<file path="src/rtl/alu_seq_ctrl_pkg.sv">
// Shared state encoding and ALU func codes for the alu_top sequencer.
// Used by alu_seq_ctrl, alu_top and the surrounding display logic.
package alu_seq_pkg;

  typedef enum logic [1:0] {
    IDLE = 2'd0,
    EXEC = 2'd1,
    CAPT = 2'd2
  } state_t;

  localparam logic [1:0] FUNC_ADD = 2'd0;
  localparam logic [1:0] FUNC_SUB = 2'd1;
  localparam logic [1:0] FUNC_MUL = 2'd2;
  localparam logic [1:0] FUNC_DIV = 2'd3;

  localparam int SETTLE_BITS = 4;

endpackage

</file>
<file path="src/rtl/alu_seq_ctrl_if.sv">
// Bus between the sequencer (master) and the shared alu_top datapath (slave).
// Operands/op code go out, result and overflow come back.
interface alu_seq_ctrl_if #(
  parameter int WIDTH = 6
);

  logic [WIDTH-1:0]   alu_a;
  logic [WIDTH-1:0]   alu_b;
  logic [1:0]         alu_func;
  logic [2*WIDTH-1:0] alu_out;
  logic               alu_ovf;

  modport master (
    output alu_a, alu_b, alu_func,
    input  alu_out, alu_ovf
  );

  modport slave (
    input  alu_a, alu_b, alu_func,
    output alu_out, alu_ovf
  );

endinterface

</file>
<file path="src/rtl/alu_seq_ctrl_settle_cnt.sv">
// Settle-window down-counter: load, decrement, zero flag.
// Sized to hold any legal settle value (1..15).
module seq_settle_cnt
  import alu_seq_pkg::*;
(
  input  logic                   clk,
  input  logic                   rst_n,
  input  logic                   load,
  input  logic                   dec,
  input  logic [SETTLE_BITS-1:0] load_val,
  output logic [SETTLE_BITS-1:0] cnt,
  output logic                   zero
);

  always_ff @(posedge clk or negedge rst_n) begin
    if (!rst_n) begin
      cnt <= '0;
    end else if (load) begin
      cnt <= load_val;
    end else if (dec) begin
      cnt <= cnt - 1'b1;
    end
  end

  assign zero = (cnt == '0);

endmodule

</file>
<file path="src/rtl/alu_seq_ctrl.sv">
// Operand/result sequencer in front of alu_top; holds inputs for a settle window.
// Optional ALU_SEQ_CHAIN_EN adds a chain input feeding the last result back as A.
module alu_seq_ctrl #(
  parameter int WIDTH  = 6,
  parameter int SETTLE = 4,
  parameter int CNT_W  = 8
) (
  input  logic               clk,
  input  logic               rst_n,
  input  logic               start,
  input  logic [WIDTH-1:0]   a_in,
  input  logic [WIDTH-1:0]   b_in,
  input  logic [1:0]         func_in,
  input  logic               clr,
`ifdef ALU_SEQ_CHAIN_EN
  input  logic               chain,
`endif
  alu_seq_ctrl_if.master     alu,
  output logic               busy,
  output logic               done,
  output logic [2*WIDTH-1:0] res,
  output logic               res_err,
  output logic [CNT_W-1:0]   op_cnt
);

  import alu_seq_pkg::*;

  localparam logic [SETTLE_BITS-1:0] SETTLE_LD =
    SETTLE_BITS'(SETTLE - 1);

  state_t state, state_nx;

  logic                   accept;
  logic                   cnt_load;
  logic                   cnt_dec;
  logic                   cnt_zero;
  logic [SETTLE_BITS-1:0] cnt;

  logic [WIDTH-1:0] a_q;
  logic [WIDTH-1:0] b_q;
  logic [1:0]       f_q;
  logic [WIDTH-1:0] a_sel;

  seq_settle_cnt u_settle (
    .clk      (clk),
    .rst_n    (rst_n),
    .load     (cnt_load),
    .dec      (cnt_dec),
    .load_val (SETTLE_LD),
    .cnt      (cnt),
    .zero     (cnt_zero)
  );

  always_ff @(posedge clk or negedge rst_n) begin
    if (!rst_n) state <= IDLE;
    else        state <= state_nx;
  end

  always_comb begin
    state_nx = state;
    accept   = 1'b0;
    cnt_load = 1'b0;
    cnt_dec  = 1'b0;
    unique case (state)
      IDLE: begin
        if (start) begin
          accept   = 1'b1;
          cnt_load = 1'b1;
          state_nx = EXEC;
        end
      end
      EXEC: begin
        if (cnt_zero) state_nx = CAPT;
        else          cnt_dec  = 1'b1;
      end
      CAPT:    state_nx = IDLE;
      default: state_nx = IDLE;
    endcase
  end

`ifdef ALU_SEQ_CHAIN_EN
  // Chained A is the truncated previous result, even after an overflow.
  assign a_sel = chain ? res[WIDTH-1:0] : a_in;
`else
  assign a_sel = a_in;
`endif

  always_ff @(posedge clk or negedge rst_n) begin
    if (!rst_n) begin
      a_q     <= '0;
      b_q     <= '0;
      f_q     <= '0;
      res     <= '0;
      res_err <= 1'b0;
      op_cnt  <= '0;
      done    <= 1'b0;
    end else begin
      done <= (state == CAPT);
      if (accept) begin
        a_q <= a_sel;
        b_q <= b_in;
        f_q <= func_in;
      end
      if (state == CAPT) begin
        res     <= alu.alu_out;
        res_err <= alu.alu_ovf;
        op_cnt  <= op_cnt + 1'b1;
      end else if (state == IDLE && clr) begin
        res     <= '0;
        res_err <= 1'b0;
        op_cnt  <= '0;
      end
    end
  end

  assign busy         = (state == EXEC) || (state == CAPT);
  assign alu.alu_a    = a_q;
  assign alu.alu_b    = b_q;
  assign alu.alu_func = f_q;

endmodule

</file>
<file path="src/flat_wrapper.sv">
// flat-port wrapper written by rule: the top's interface ports become plain ports
module alu_seq_ctrl_flat import alu_seq_pkg::*;
#(
  parameter int WIDTH  = 6,
  parameter int SETTLE = 4,
  parameter int CNT_W  = 8
)
  (clk, rst_n, start, a_in, b_in, func_in, clr, busy, done, res, res_err, op_cnt, alu_alu_a, alu_alu_b, alu_alu_func, alu_alu_out, alu_alu_ovf);
  alu_seq_ctrl_if #(.WIDTH(WIDTH)) alu_i ();
  input  logic clk;
  input  logic rst_n;
  input  logic start;
  input  logic [WIDTH-1:0] a_in;
  input  logic [WIDTH-1:0] b_in;
  input  logic [1:0] func_in;
  input  logic clr;
  output logic busy;
  output logic done;
  output logic [2*WIDTH-1:0] res;
  output logic res_err;
  output logic [CNT_W-1:0] op_cnt;
  output wire logic [$bits(alu_i.alu_a)-1:0] alu_alu_a;
  output wire logic [$bits(alu_i.alu_b)-1:0] alu_alu_b;
  output wire logic [$bits(alu_i.alu_func)-1:0] alu_alu_func;
  input wire logic [$bits(alu_i.alu_out)-1:0] alu_alu_out;
  input wire logic [$bits(alu_i.alu_ovf)-1:0] alu_alu_ovf;
  assign alu_alu_a = alu_i.alu_a;
  assign alu_alu_b = alu_i.alu_b;
  assign alu_alu_func = alu_i.alu_func;
  assign alu_i.alu_out = alu_alu_out;
  assign alu_i.alu_ovf = alu_alu_ovf;
  alu_seq_ctrl #(.WIDTH(WIDTH), .SETTLE(SETTLE), .CNT_W(CNT_W)) u_core (.clk(clk), .rst_n(rst_n), .start(start), .a_in(a_in), .b_in(b_in), .func_in(func_in), .clr(clr), .alu(alu_i), .busy(busy), .done(done), .res(res), .res_err(res_err), .op_cnt(op_cnt));
endmodule
</file>
<file path="config.mk">
export PLATFORM = sky130hd
export DESIGN_NAME = alu_seq_ctrl_flat
export DESIGN_NICKNAME = d
export VERILOG_FILES = /design/src/rtl/alu_seq_ctrl_pkg.sv /design/src/rtl/alu_seq_ctrl_if.sv /design/src/rtl/alu_seq_ctrl_settle_cnt.sv /design/src/rtl/alu_seq_ctrl.sv /design/src/flat_wrapper.sv
export SDC_FILE = /design/constraint.sdc
export NUM_CORES = 1
export LEC_CHECK = 0
export ABC_CLOCK_PERIOD_IN_PS = 2100
export BUFFER_PORTS_ARGS = -buffer_cell sky130_fd_sc_hd__buf_2
export CORE_AREA = 5 5 73 68
export DETAILED_ROUTE_END_ITERATION = 8
export DIE_AREA = 0 0 78 73
export PLACE_DENSITY = 0.71
export SLEW_MARGIN = 20
export SYNTH_ARGS = -nofsm -noshare
export SYNTH_HDL_FRONTEND = slang
export SYNTH_SLANG_ARGS = --single-unit
export TNS_END_PERCENT = 50
</file>
<file path="constraint.sdc">
create_clock -name clk -period 2.1 [get_ports clk]
set_clock_uncertainty 0.2 [all_clocks]
set_input_delay 0.315 -clock clk [delete_from_list [all_inputs] [get_ports clk]]
set_output_delay 0.315 -clock clk [all_outputs]
set_load 0.1 [all_outputs]
</file>
==> results.txt <==
The routed design could run at a clock period as short as ~2 ns. The number of buffer and inverter instances along the worst setup path came out at 2. STA puts the critical path data required time at 1.58 ns. Synthesis produced a netlist with a net count of roughly 170. The most common cell in the netlist is dfrtp_1. The count of cells along the worst register-to-register path is 5. Across every metal layer, demand over resource in global routing totals 0.139. After detailed routing, the total wire length is 3.69 mm. The detailed placement HPWL is roughly 2.8 mm. The total routed wire length on the met1 layer came out at between 1 and 1.5 mm.

The post-synthesis instance total came out at between 100 and 150. In this design, the stage delay of the slowest critical-path cell is around 0.42 ns. The count of fill cells added during filler insertion came out at 368. The number of vias per cell after detailed routing came out at between 5 and 6.

STA puts the critical path data arrival time at 1.44 ns. The placement row count is 23. The count of final setup violators came out at 0. Of the available clock period, the critical path in the final layout requires 0.933. The mean routed wirelength per cell is 14.2 um. The total number of yosys warnings came out at 0. The critical path crosses 3 cells after its start point.

After global routing the overflow that remains totals 0. During I/O placement, the number of pins put on the boundary was 68. The flow ran to the end, and the final reports show no timing, DRC or antenna violations. The reg-to-reg critical path startpoint is u_core.u_settle.cnt[0]$_DFFE_PN0P_. The vertical die dimension is ~73 um. The largest driver fanout on the critical path is 3. The post-synthesis instance area is approximately 1800 sq um. Clock-pin slew was measured on the worst setup and hold paths at roughly 0.08 ns. The transition time at the pin with the least slew margin is just under 0.8 ns. The buffer cell driving the clock tree root is clkbuf_8. The tightest min-delay check is of the input pin to flip-flop type. The worst register-to-register path has a setup slack of between 0.15 and 0.2 ns. Wire segments on met3 add up to 166 um in the final route. The final worst slack came out at approximately 0.14 ns. The number of endpoints with negative hold slack in the final report is 0. The number of CTS-inserted buffers came out at 5. The highest achievable clock rate came out at 510 MHz. The detailed-routing iteration count for the pre-antenna-repair pass came out at 4. TritonCTS built the clock tree.

dfrtp_1 takes more of the synthesized area than any other cell. The worst setup path is captured at a primary output. The number of flops mapped to enable cells by yosys is 0.

At the end of the flow, the number of nets in the layout was between 200 and 250. By area the synthesized netlist is led by dfrtp_1, mux2_2, a22o_1. The commonest cells after synthesis are dfrtp_1, mux2_2, a22o_1. Setup repair after global routing left no endpoint under its margin. The number of global-route vias before repair was 1343.

Broken down by cell family, the worst path's largest delay share belongs to buffers and inverters. The effective utilization at floorplan is 0.419. 0 antenna diodes ended up in the layout.

The vias after detailed routing is 1306. The horizontal die dimension is roughly 78 um. The prevailing post-synth register cell is dfrtp_1.

The clock latency on the worst-skew pair came out at 0.29 ns. The highest signal layer in the routed design is met4. The worst setup path is launched from a flip-flop. Of the synthesized area, sequential elements account for 0.593.

The number of resized instances in the post-cts repair step is 0. Traced cell by cell, the critical path runs through inv_1 > ha_1 > buf_2. After synthesis, the share of flip-flops with an asynchronous set or reset is 1.00.

The worst setup path is of the flip-flop to primary output kind. The post-detailed-route count of antenna-violating nets came out at 0. Routability-driven placement finished with a final weighted congestion of approximately 0.73.

The area growth from synthesis to layout is 28.5%. Entering global routing, the biggest net connects 24 pins. The post-route DRC violation count came out at 0.

Tracing the worst setup path back leads to its startpoint at u_core.state[0]$_DFFE_PN0P_. The count of final max-slew check failures is 0. The worst slack at placement came out at around 0.18 ns. In this run the standard cell core region covers roughly 4200 sq um. The count of maximum capacitance violations came out at 0. The register bit count reported by yosys came out at 42. The endpoint identified for the worst register-to-register timing path is u_core.state[0]$_DFFE_PN0P_.

The final total negative setup slack came out at 0 ns. The clock sink count came out at 42. The maximum root-to-sink buffer count came out at 2. The count of routing violations after the opening detailed-route iteration came out at just over 80. The average instance area after synthesis is about 13 sq um. For this design, the slowest cell found on the critical path is buf_2. The sum of met2 wire segment lengths after detailed routing came out at ~2.0 mm. The share of the synthesized area in the top cell type is 0.593. The critical path ends at busy.

The count of port buffers added during placement came out at 67. The number of antenna violations at the first check in global routing came out at 0. In this run the number of H-tree levels came out at 2. Synthesis instantiated 32 different standard cells from the library.

The share of final-layout standard cells stronger than drive strength 1 came out at 0.476. The die covers roughly 5700 sq um. The headroom to the max-slew limit came out at 0.481. The global-route wire length before repair came out at ~6.3 mm.
-- kinds of logic after synthesis --
group	share of synthesized area
AOI/OAI and AO/OA	0.129
xor gates and xnor gates	0.00989
adders and majority gates	0.0494
buffers and inverters	0.0275
DFF	0.593
muxes	0.113
and+or+nand+nor	0.0777
-- worst register-to-register path: stages (launching register included) --
cell     delay [ns]
dfrtp_1        0.41
inv_1          0.09
ha_1           0.19
or3b_4         0.42
a21oi_1        0.17
mux2_2         0.35
-- cell type report --
type                            count  area [sq um]  share of cell area
Inverter                            5          18.8             0.00824
Clock buffer                        8          80.1              0.0352
Multi-Input combinational cell     81           672               0.295
Tap cell                           50          62.6              0.0275
Timing Repair Buffer               74           390               0.171
Sequential cell                    42          1050               0.463
-- cell usage in the layout, fill, tap and decap left out, types with 2 or more instances in the layout --
cell type and n:
ha_1 7, a22o_1 15, dfrtp_2 2, mux2_2 16, and3_1 2, nand2_1 7, buf_4 6, a21oi_1 4
clkbuf_1 3, buf_2 67, o211ai_1 2, mux2i_1 2, clkbuf_8 5, dfrtp_1 40, inv_1 5, nor2_1 2
nand3_1 4, o21ai_0 4
-- how the worst min path moves through the flow --
stage / cells past startpoint / end / start
2_1_floorplan: 0 / u_core.alu.alu_a[0]$_DFFE_PN0P_ / rst_n
3_3_place_gp: 1 / u_core.alu.alu_a[5]$_DFFE_PN0P_ / rst_n
3_5_place_dp: 1 / u_core.alu.alu_a[5]$_DFFE_PN0P_ / rst_n
4_1_cts: 2 / u_core.res[8]$_DFFE_PN0P_ / alu_alu_out[8]
5_1_grt: 2 / u_core.res[8]$_DFFE_PN0P_ / alu_alu_out[8]
6_report: 2 / u_core.res[8]$_DFFE_PN0P_ / alu_alu_out[8]
-- through the flow --
step | hold WS [ns] | std cells | utilization | cell area, sq um
floorplan | -0.181 | 133 | - | 1770
global placement | 0.115 | 251 | 0.517 | 2190
detailed placement | 0.113 | 251 | 0.517 | 2190
CTS | 0.0414 | 260 | 0.538 | 2280
global route | 0.0338 | 260 | 0.538 | 2280
finish | 0.0474 | 260 | 0.538 | 2280
-- repair_timing --
item / CTS / global route
setup buffers: 0 / 0
hold buffers: 1 / 0
endpoints found under the hold margin: 21 / 0
-- flip-flops by register name, summed over array words and instances, names as in the netlist --
name / cells
u_core.alu.alu_a: 6
u_core.op_cnt: 8
u_core.done: 1
u_core.u_settle.cnt: 4
u_core.res_err: 1
u_core.res: 12
u_core.state: 2
u_core.alu.alu_b: 6
u_core.alu.alu_func: 2
-- layer usage --
metal	up-vias	global-route usage
met4	0	0.0563
met1	630	0.165
met3	5	0.0370
li1	633	-
met5	-	0
met2	38	0.242
Power is left out: the tool's default activity adds up to more than one toggle a clock period on the data nets, which glitch-free logic cannot reach.
